==> src/rtl/keypad_scanner.sv <==
// keypad_scanner: 4x4 active-low matrix keypad scanner with press/release
// debounce and a two-digit key history for the seven-segment display path.
//
// Ports:
//   clk        system clock
//   reset      synchronous, active-low reset
//   rows[3:0]  keypad row lines, active-low, asynchronous to clk
//   cols[3:0]  column drive, active-low, exactly one bit low
//   key[3:0]   hex code of the most recently accepted key
//   key_valid  one-cycle pulse when a new key is accepted
//   digit_new  most recent accepted key (right display digit)
//   digit_old  previously accepted key (left display digit)
module keypad_scanner #(
    parameter int SCAN_DIV        = 12000,
    parameter int DEBOUNCE_CYCLES = 240000
) (
    input  logic       clk,
    input  logic       reset,
    input  logic [3:0] rows,
    output logic [3:0] cols,
    output logic [3:0] key,
    output logic       key_valid,
    output logic [3:0] digit_new,
    output logic [3:0] digit_old
);

    localparam int DIV_W = $clog2(SCAN_DIV + 1);
    localparam int DEB_W = $clog2(DEBOUNCE_CYCLES + 1);

    localparam logic [DIV_W-1:0] DIV_LAST = DIV_W'(SCAN_DIV - 1);
    localparam logic [DEB_W-1:0] DEB_LAST = DEB_W'(DEBOUNCE_CYCLES - 1);

    typedef enum logic [1:0] {
        SCAN,
        DEBOUNCE,
        HELD,
        RELEASE
    } state_t;

    state_t           state;
    state_t           state_nxt;

    logic [3:0]       rows_meta;
    logic [3:0]       rs;

    logic [1:0]       col;
    logic [1:0]       col_nxt;
    logic [1:0]       row;
    logic [1:0]       row_nxt;
    logic [1:0]       low_row;

    logic [DIV_W-1:0] div_cnt;
    logic [DIV_W-1:0] div_nxt;
    logic [DEB_W-1:0] deb_cnt;
    logic [DEB_W-1:0] deb_nxt;

    logic [3:0]       cols_nxt;
    logic [3:0]       key_nxt;
    logic             key_valid_nxt;
    logic [3:0]       new_nxt;
    logic [3:0]       old_nxt;

    logic             row_up;
    logic [3:0]       map_code;

    // Keypad legend as hex codes, indexed by row then column.
    function automatic logic [3:0] key_map(
        input logic [1:0] r,
        input logic [1:0] c
    );
        logic [3:0] code;
        code = 4'h0;
        case ({r, c})
            4'b00_00: code = 4'h1;
            4'b00_01: code = 4'h2;
            4'b00_10: code = 4'h3;
            4'b00_11: code = 4'hA;
            4'b01_00: code = 4'h4;
            4'b01_01: code = 4'h5;
            4'b01_10: code = 4'h6;
            4'b01_11: code = 4'hB;
            4'b10_00: code = 4'h7;
            4'b10_01: code = 4'h8;
            4'b10_10: code = 4'h9;
            4'b10_11: code = 4'hC;
            4'b11_00: code = 4'hE;
            4'b11_01: code = 4'h0;
            4'b11_10: code = 4'hF;
            4'b11_11: code = 4'hD;
            default:  code = 4'h0;
        endcase
        return code;
    endfunction

    // Lowest-index active row wins when several rows are low together.
    always_comb begin
        low_row = 2'd0;
        for (int i = 3; i >= 0; i--) begin
            if (!rs[i]) begin
                low_row = 2'(i);
            end
        end
    end

    // Only the row latched at detection matters after SCAN.
    assign row_up   = rs[row];
    assign map_code = key_map(row, col);

    always_comb begin
        state_nxt     = state;
        col_nxt       = col;
        row_nxt       = row;
        div_nxt       = div_cnt;
        deb_nxt       = deb_cnt;
        key_nxt       = key;
        key_valid_nxt = 1'b0;
        new_nxt       = digit_new;
        old_nxt       = digit_old;

        unique case (state)
            SCAN: begin
                if (div_cnt == DIV_LAST) begin
                    div_nxt = '0;
                    if (rs != 4'hF) begin
                        row_nxt   = low_row;
                        deb_nxt   = '0;
                        state_nxt = DEBOUNCE;
                    end else begin
                        col_nxt = col + 2'd1;
                    end
                end else begin
                    div_nxt = div_cnt + 1'b1;
                end
            end

            DEBOUNCE: begin
                if (row_up) begin
                    state_nxt = SCAN;
                    col_nxt   = col + 2'd1;
                    div_nxt   = '0;
                end else begin
                    deb_nxt = deb_cnt + 1'b1;
                    // Count reaches the threshold on this edge.
                    if (deb_cnt == DEB_LAST) begin
                        state_nxt     = HELD;
                        key_nxt       = map_code;
                        new_nxt       = map_code;
                        old_nxt       = digit_new;
                        key_valid_nxt = 1'b1;
                    end
                end
            end

            HELD: begin
                if (row_up) begin
                    deb_nxt   = '0;
                    state_nxt = RELEASE;
                end
            end

            RELEASE: begin
                if (!row_up) begin
                    state_nxt = HELD;
                end else begin
                    deb_nxt = deb_cnt + 1'b1;
                    if (deb_cnt == DEB_LAST) begin
                        state_nxt = SCAN;
                        col_nxt   = col + 2'd1;
                        div_nxt   = '0;
                    end
                end
            end

            default: begin
                state_nxt = SCAN;
            end
        endcase

        // Column drive is registered from the next column index.
        cols_nxt = ~(4'b0001 << col_nxt);
    end

    always_ff @(posedge clk) begin
        if (!reset) begin
            state     <= SCAN;
            rows_meta <= 4'h0;
            rs        <= 4'h0;
            col       <= 2'd0;
            row       <= 2'd0;
            div_cnt   <= '0;
            deb_cnt   <= '0;
            cols      <= 4'b1110;
            key       <= 4'h0;
            key_valid <= 1'b0;
            digit_new <= 4'h0;
            digit_old <= 4'h0;
        end else begin
            state     <= state_nxt;
            rows_meta <= rows;
            rs        <= rows_meta;
            col       <= col_nxt;
            row       <= row_nxt;
            div_cnt   <= div_nxt;
            deb_cnt   <= deb_nxt;
            cols      <= cols_nxt;
            key       <= key_nxt;
            key_valid <= key_valid_nxt;
            digit_new <= new_nxt;
            digit_old <= old_nxt;
        end
    end

endmodule

==> config.mk <==
export PLATFORM = sky130hd
export DESIGN_NAME = keypad_scanner
export DESIGN_NICKNAME = d
export VERILOG_FILES = /design/src/rtl/keypad_scanner.sv
export SDC_FILE = /design/constraint.sdc
export NUM_CORES = 1
export LEC_CHECK = 0
export CAP_MARGIN = 30
export CORE_AREA = 2 2 81 83
export DETAILED_ROUTE_END_ITERATION = 8
export DIE_AREA = 0 0 83 85
export GPL_ROUTABILITY_DRIVEN = 0
export PLACE_DENSITY = 0.74
export SYNTH_ARGS = -nofsm -noshare
export SYNTH_HDL_FRONTEND = slang
export SYNTH_SLANG_ARGS = --single-unit
export TNS_END_PERCENT = 10
==> constraint.sdc <==
create_clock -name clk -period 3 [get_ports clk]
set_input_delay 0.9 -clock clk [delete_from_list [all_inputs] [get_ports clk]]
set_output_delay 0.9 -clock clk [all_outputs]
set_load 0.05 [all_outputs]
==> metrics.txt <==
# TYPE chip_impl_metric gauge
chip_impl_info{name="run_status",value="complete, no violations"} 1
chip_impl_info{name="cts_tree",value="done"} 1
chip_impl_metric{name="overall_global_routing_resource_usage",unit="%"} 21.0
chip_impl_metric{name="place.port_buffers",unit=""} 22
chip_impl_metric{name="fmaxAchievable",unit="MHz"} 407
chip_impl_metric{name="data_arrival_time_of_the_worst_path",unit="ns"} 2.72
chip_impl_metric{name="syn_avg_cell_area",unit="um2"} 8.42
chip_impl_metric{name="worst_pin_slew",unit="ns"} 0.761
chip_impl_info{name="unrepaired_setup_endpoints_after_global_routing",value="false"} 1
chip_impl_metric{name="clock_skew",unit="ns"} 0.00842
chip_impl_metric{name="vdd.ir_drop.worst",unit="V"} 0.000292
chip_impl_metric{name="minimum_setup_slack_after_placement",unit="ns"} 0.513
chip_impl_metric{name="ctsLongestPathBuffers",unit=""} 2
chip_impl_metric{name="start_util",unit="%"} 51.0
chip_impl_metric{name="slew_margin_rel",unit="%"} 49.3
chip_impl_metric{name="setup_total_negative_slack",unit="ns"} 0
chip_impl_metric{name="layout.cells.non_filler",unit=""} 470
chip_impl_metric{name="clk-insertion-delay-late",unit="ns"} 0.34
chip_impl_info{name="cp_slowest_cell",value="sky130_fd_sc_hd__o41a_1"} 1
chip_impl_metric{name="first_iter_violations",unit=""} 171
chip_impl_metric{name="syn_to_final_growth",unit="%"} 14.5
chip_impl_metric{name="wire_per_inst",unit="um"} 15.4
chip_impl_info{name="crit_path_end",value="div_cnt[13]"} 1
chip_impl_metric{name="die_area",unit="mm2"} 0.00706
chip_impl_metric{name="power.total",unit="mW"} 1.74
chip_impl_metric{name="synth_enable_flop_cells",unit=""} 0
chip_impl_metric{name="placedCellCount",unit=""} 454
chip_impl_metric{name="final.period_utilization",unit="%"} 81.9
chip_impl_metric{name="synth.lib_cells_used.distinct",unit=""} 61
chip_impl_info{name="critPathCaptureType",value="register"} 1
chip_impl_metric{name="grt-ovfl-total",unit=""} 0
chip_impl_metric{name="syn_inst",unit=""} 376
chip_impl_metric{name="reg2reg_setup_slack",unit="ns"} 0.54
chip_impl_metric{name="nFillCells",unit=""} 568
chip_impl_metric{name="vias",unit=""} 2883
chip_impl_metric{name="core-area",unit="mm2"} 0.00620
chip_impl_metric{name="postSynth.asyncResetShare",unit="%"} 0
chip_impl_metric{name="die_y_extent",unit="um"} 85
chip_impl_metric{name="hold-worst-slack",unit="ns"} 0.432
chip_impl_metric{name="wire_length_of_the_first_global_routing_pass",unit="mm"} 12.1
chip_impl_info{name="r2r-end",value="div_cnt[13]"} 1
chip_impl_metric{name="worstPathRequired",unit="ns"} 3.27
chip_impl_metric{name="place_hpwl",unit="mm"} 4.92
chip_impl_metric{name="syn_area",unit="mm2"} 0.00317
chip_impl_metric{name="synth_seq_cells",unit=""} 59
chip_impl_metric{name="tritoncts_buffer_count",unit=""} 9
chip_impl_metric{name="post_route_cells_drive_above_1_share",unit="%"} 10.2
chip_impl_metric{name="postRouteWirelength",unit="mm"} 7.22
chip_impl_metric{name="clock_tree.htree_level_count",unit=""} 3
chip_impl_info{name="critical_path.startpoint_type",value="register"} 1
chip_impl_metric{name="nNetsFinal",unit=""} 401
chip_impl_metric{name="die-width",unit="um"} 83
chip_impl_metric{name="mappedNetlistNets",unit=""} 389
chip_impl_metric{name="cap_viol_max_count",unit=""} 0
chip_impl_info{name="cts-root-buf",value="sky130_fd_sc_hd__clkbuf_8"} 1
chip_impl_info{name="timing.hold.worst.class",value="register to register"} 1
chip_impl_metric{name="yosysSeqAreaShare",unit="%"} 37.3
chip_impl_metric{name="critical_path.max_stage_delay",unit="ns"} 0.61
chip_impl_metric{name="p_per_area",unit="mW/mm2"} 480
chip_impl_metric{name="worst_r2r_path_depth",unit=""} 6
chip_impl_info{name="reg2reg_from",value="deb_cnt[1]"} 1
chip_impl_metric{name="clk_pin_slew",unit="ns"} 0.07
chip_impl_metric{name="post-route-drc-count",unit=""} 0
chip_impl_info{name="postSynth.topFlopCell",value="sky130_fd_sc_hd__dfxtp_1"} 1
chip_impl_metric{name="finalCriticalPeriod",unit="ns"} 2.46
chip_impl_metric{name="fin_ws",unit="ns"} 0.542
chip_impl_metric{name="floorplan.rows",unit=""} 29
chip_impl_metric{name="cts_resized",unit=""} 0
chip_impl_metric{name="grt_antenna_before_repair",unit=""} 0
chip_impl_metric{name="power_leakage",unit="nW"} 1.20
chip_impl_info{name="crit_start",value="deb_cnt[1]"} 1
chip_impl_metric{name="post-cts-setup-buffers",unit=""} 0
chip_impl_metric{name="timing_max_transition_violations_final",unit=""} 0
chip_impl_metric{name="cp_max_fanout",unit=""} 22
chip_impl_metric{name="final-setup-viol-count",unit=""} 0
chip_impl_metric{name="pin_count_of_the_biggest_net_entering_global_routing",unit=""} 23
chip_impl_metric{name="vias_per_cell",unit=""} 6.13
chip_impl_info{name="timing.critical_path.cells",value="ha_1, and3_1, nand2_1, o41a_1, or4_1, a21oi_1"} 1
chip_impl_info{name="worst_setup_path_class",value="register to register"} 1
chip_impl_metric{name="cts.hold.buffers_added",unit=""} 0
chip_impl_metric{name="first_global_vias",unit=""} 2628
chip_impl_metric{name="insertedDiodeCount",unit=""} 0
chip_impl_metric{name="number_of_iterations_in_the_first_detailed_routing_pass",unit=""} 5
chip_impl_metric{name="final-hold-violation-count",unit=""} 0
chip_impl_metric{name="yosys_warnings",unit=""} 0
chip_impl_metric{name="clock_sinks",unit=""} 59
chip_impl_metric{name="number_of_primary_i_o_pins",unit=""} 23
chip_impl_metric{name="antenna_left",unit=""} 0
-- flip-flops by register name, summed over array words and instances (netlist names), 2 cells and up, named ones only --
name / count
digit_new: 4
rs: 4
rows_meta: 4
digit_old: 4
deb_cnt: 18
row: 2
col: 2
div_cnt: 14
cols: 4
-- cell usage in the layout, fill, tap and decap left out, types with 10 or more instances in the layout --
master / n
sky130_fd_sc_hd__o21ai_0: 22
sky130_fd_sc_hd__inv_1: 16
sky130_fd_sc_hd__nand3_1: 10
sky130_fd_sc_hd__clkdlybuf4s50_1: 22
sky130_fd_sc_hd__and2_1: 11
sky130_fd_sc_hd__nor2_1: 28
sky130_fd_sc_hd__clkbuf_8: 11
sky130_fd_sc_hd__a21oi_1: 17
sky130_fd_sc_hd__nand2_1: 41
sky130_fd_sc_hd__mux2i_1: 14
sky130_fd_sc_hd__dfxtp_1: 59
-- cell type report --
cell class / instances / area [um2] / area share, %
clock buffer: 11 / 151 / 4.18
timing repair buffer: 31 / 288 / 7.94
inverter: 16 / 60.1 / 1.66
sequential: 59 / 1180 / 32.6
tap: 77 / 96.3 / 2.66
clock inverter: 5 / 75.1 / 2.07
multi-input combinational: 271 / 1770 / 48.9
-- cells in the mapped netlist (9+ instances only) --
cell type,n,area (um2)
sky130_fd_sc_hd__a21oi_1,17,85.1
sky130_fd_sc_hd__and2_1,11,68.8
sky130_fd_sc_hd__buf_2,9,45.0
sky130_fd_sc_hd__clkbuf_1,14,52.6
sky130_fd_sc_hd__dfxtp_1,59,1180
sky130_fd_sc_hd__inv_1,16,60.1
sky130_fd_sc_hd__mux2i_1,14,140
sky130_fd_sc_hd__nand2_1,41,154
sky130_fd_sc_hd__nand3_1,10,50.1
sky130_fd_sc_hd__nand4_1,9,56.3
sky130_fd_sc_hd__nor2_1,28,105
sky130_fd_sc_hd__nor3_1,9,45.0
sky130_fd_sc_hd__o21ai_0,22,110
-- per-layer routing --
metal | GRT usage [%] | routed length (um) | part of all wire [%]
met5 | 0 | 0 | 0
met4 | 8.79 | 163 | 2.3
met3 | 4.77 | 360 | 5.0
met2 | 35.0 | 3480 | 48
met1 | 26.3 | 3220 | 45
-- logic make-up (layout without fill, tap and decap cells) --
| logic type | after synthesis | in the layout | share of synthesized area [%] |
|---|---|---|---|
| AO/OA/AOI/OAI | 102 | 102 | 22.6 |
| adder cells (fa/ha/maj) | 7 | 7 | 2.77 |
| buffers and inverters | 46 | 63 | 6.87 |
| flip-flops | 59 | 59 | 37.3 |
| multiplexers | 17 | 17 | 5.85 |
| AND/OR/NAND/NOR | 145 | 145 | 24.6 |
-- power breakdown --
part           internal [mW]  switching, mW  total (mW)
clock network          0.509          0.317       0.825
logic                 0.0409         0.0447      0.0856
registers              0.806         0.0234       0.829
total                   1.36          0.385        1.74
-- metrics by stage --
step                util, %  area [um2]
floorplan                 -        3170
global placement       54.8        3400
detailed placement     54.8        3400
CTS                    58.4        3620
global route           58.4        3620
finish                 58.4        3620
-- worst min path at each step --
stage             to  slack (ns)  cells past startpoint          from
3_3_place_gp   rs[3]        0.42                      1  rows_meta[3]
2_1_floorplan  rs[0]        0.41                      1  rows_meta[0]
6_report       rs[3]        0.43                      1  rows_meta[3]
5_1_grt        rs[0]        0.45                      1  rows_meta[0]
4_1_cts        rs[3]        0.44                      1  rows_meta[3]
3_5_place_dp   rs[3]        0.42                      1  rows_meta[3]
-- critical path, delay by kind of cell (launching register included) --
kind | cells | cell delay (ns)
AND/OR/NAND/NOR | 3 | 1.03
flip-flops | 1 | 0.38
AO/OA/AOI/OAI | 2 | 0.76
adder cells (fa/ha/maj) | 1 | 0.21
(Power assumes the default switching activity.)
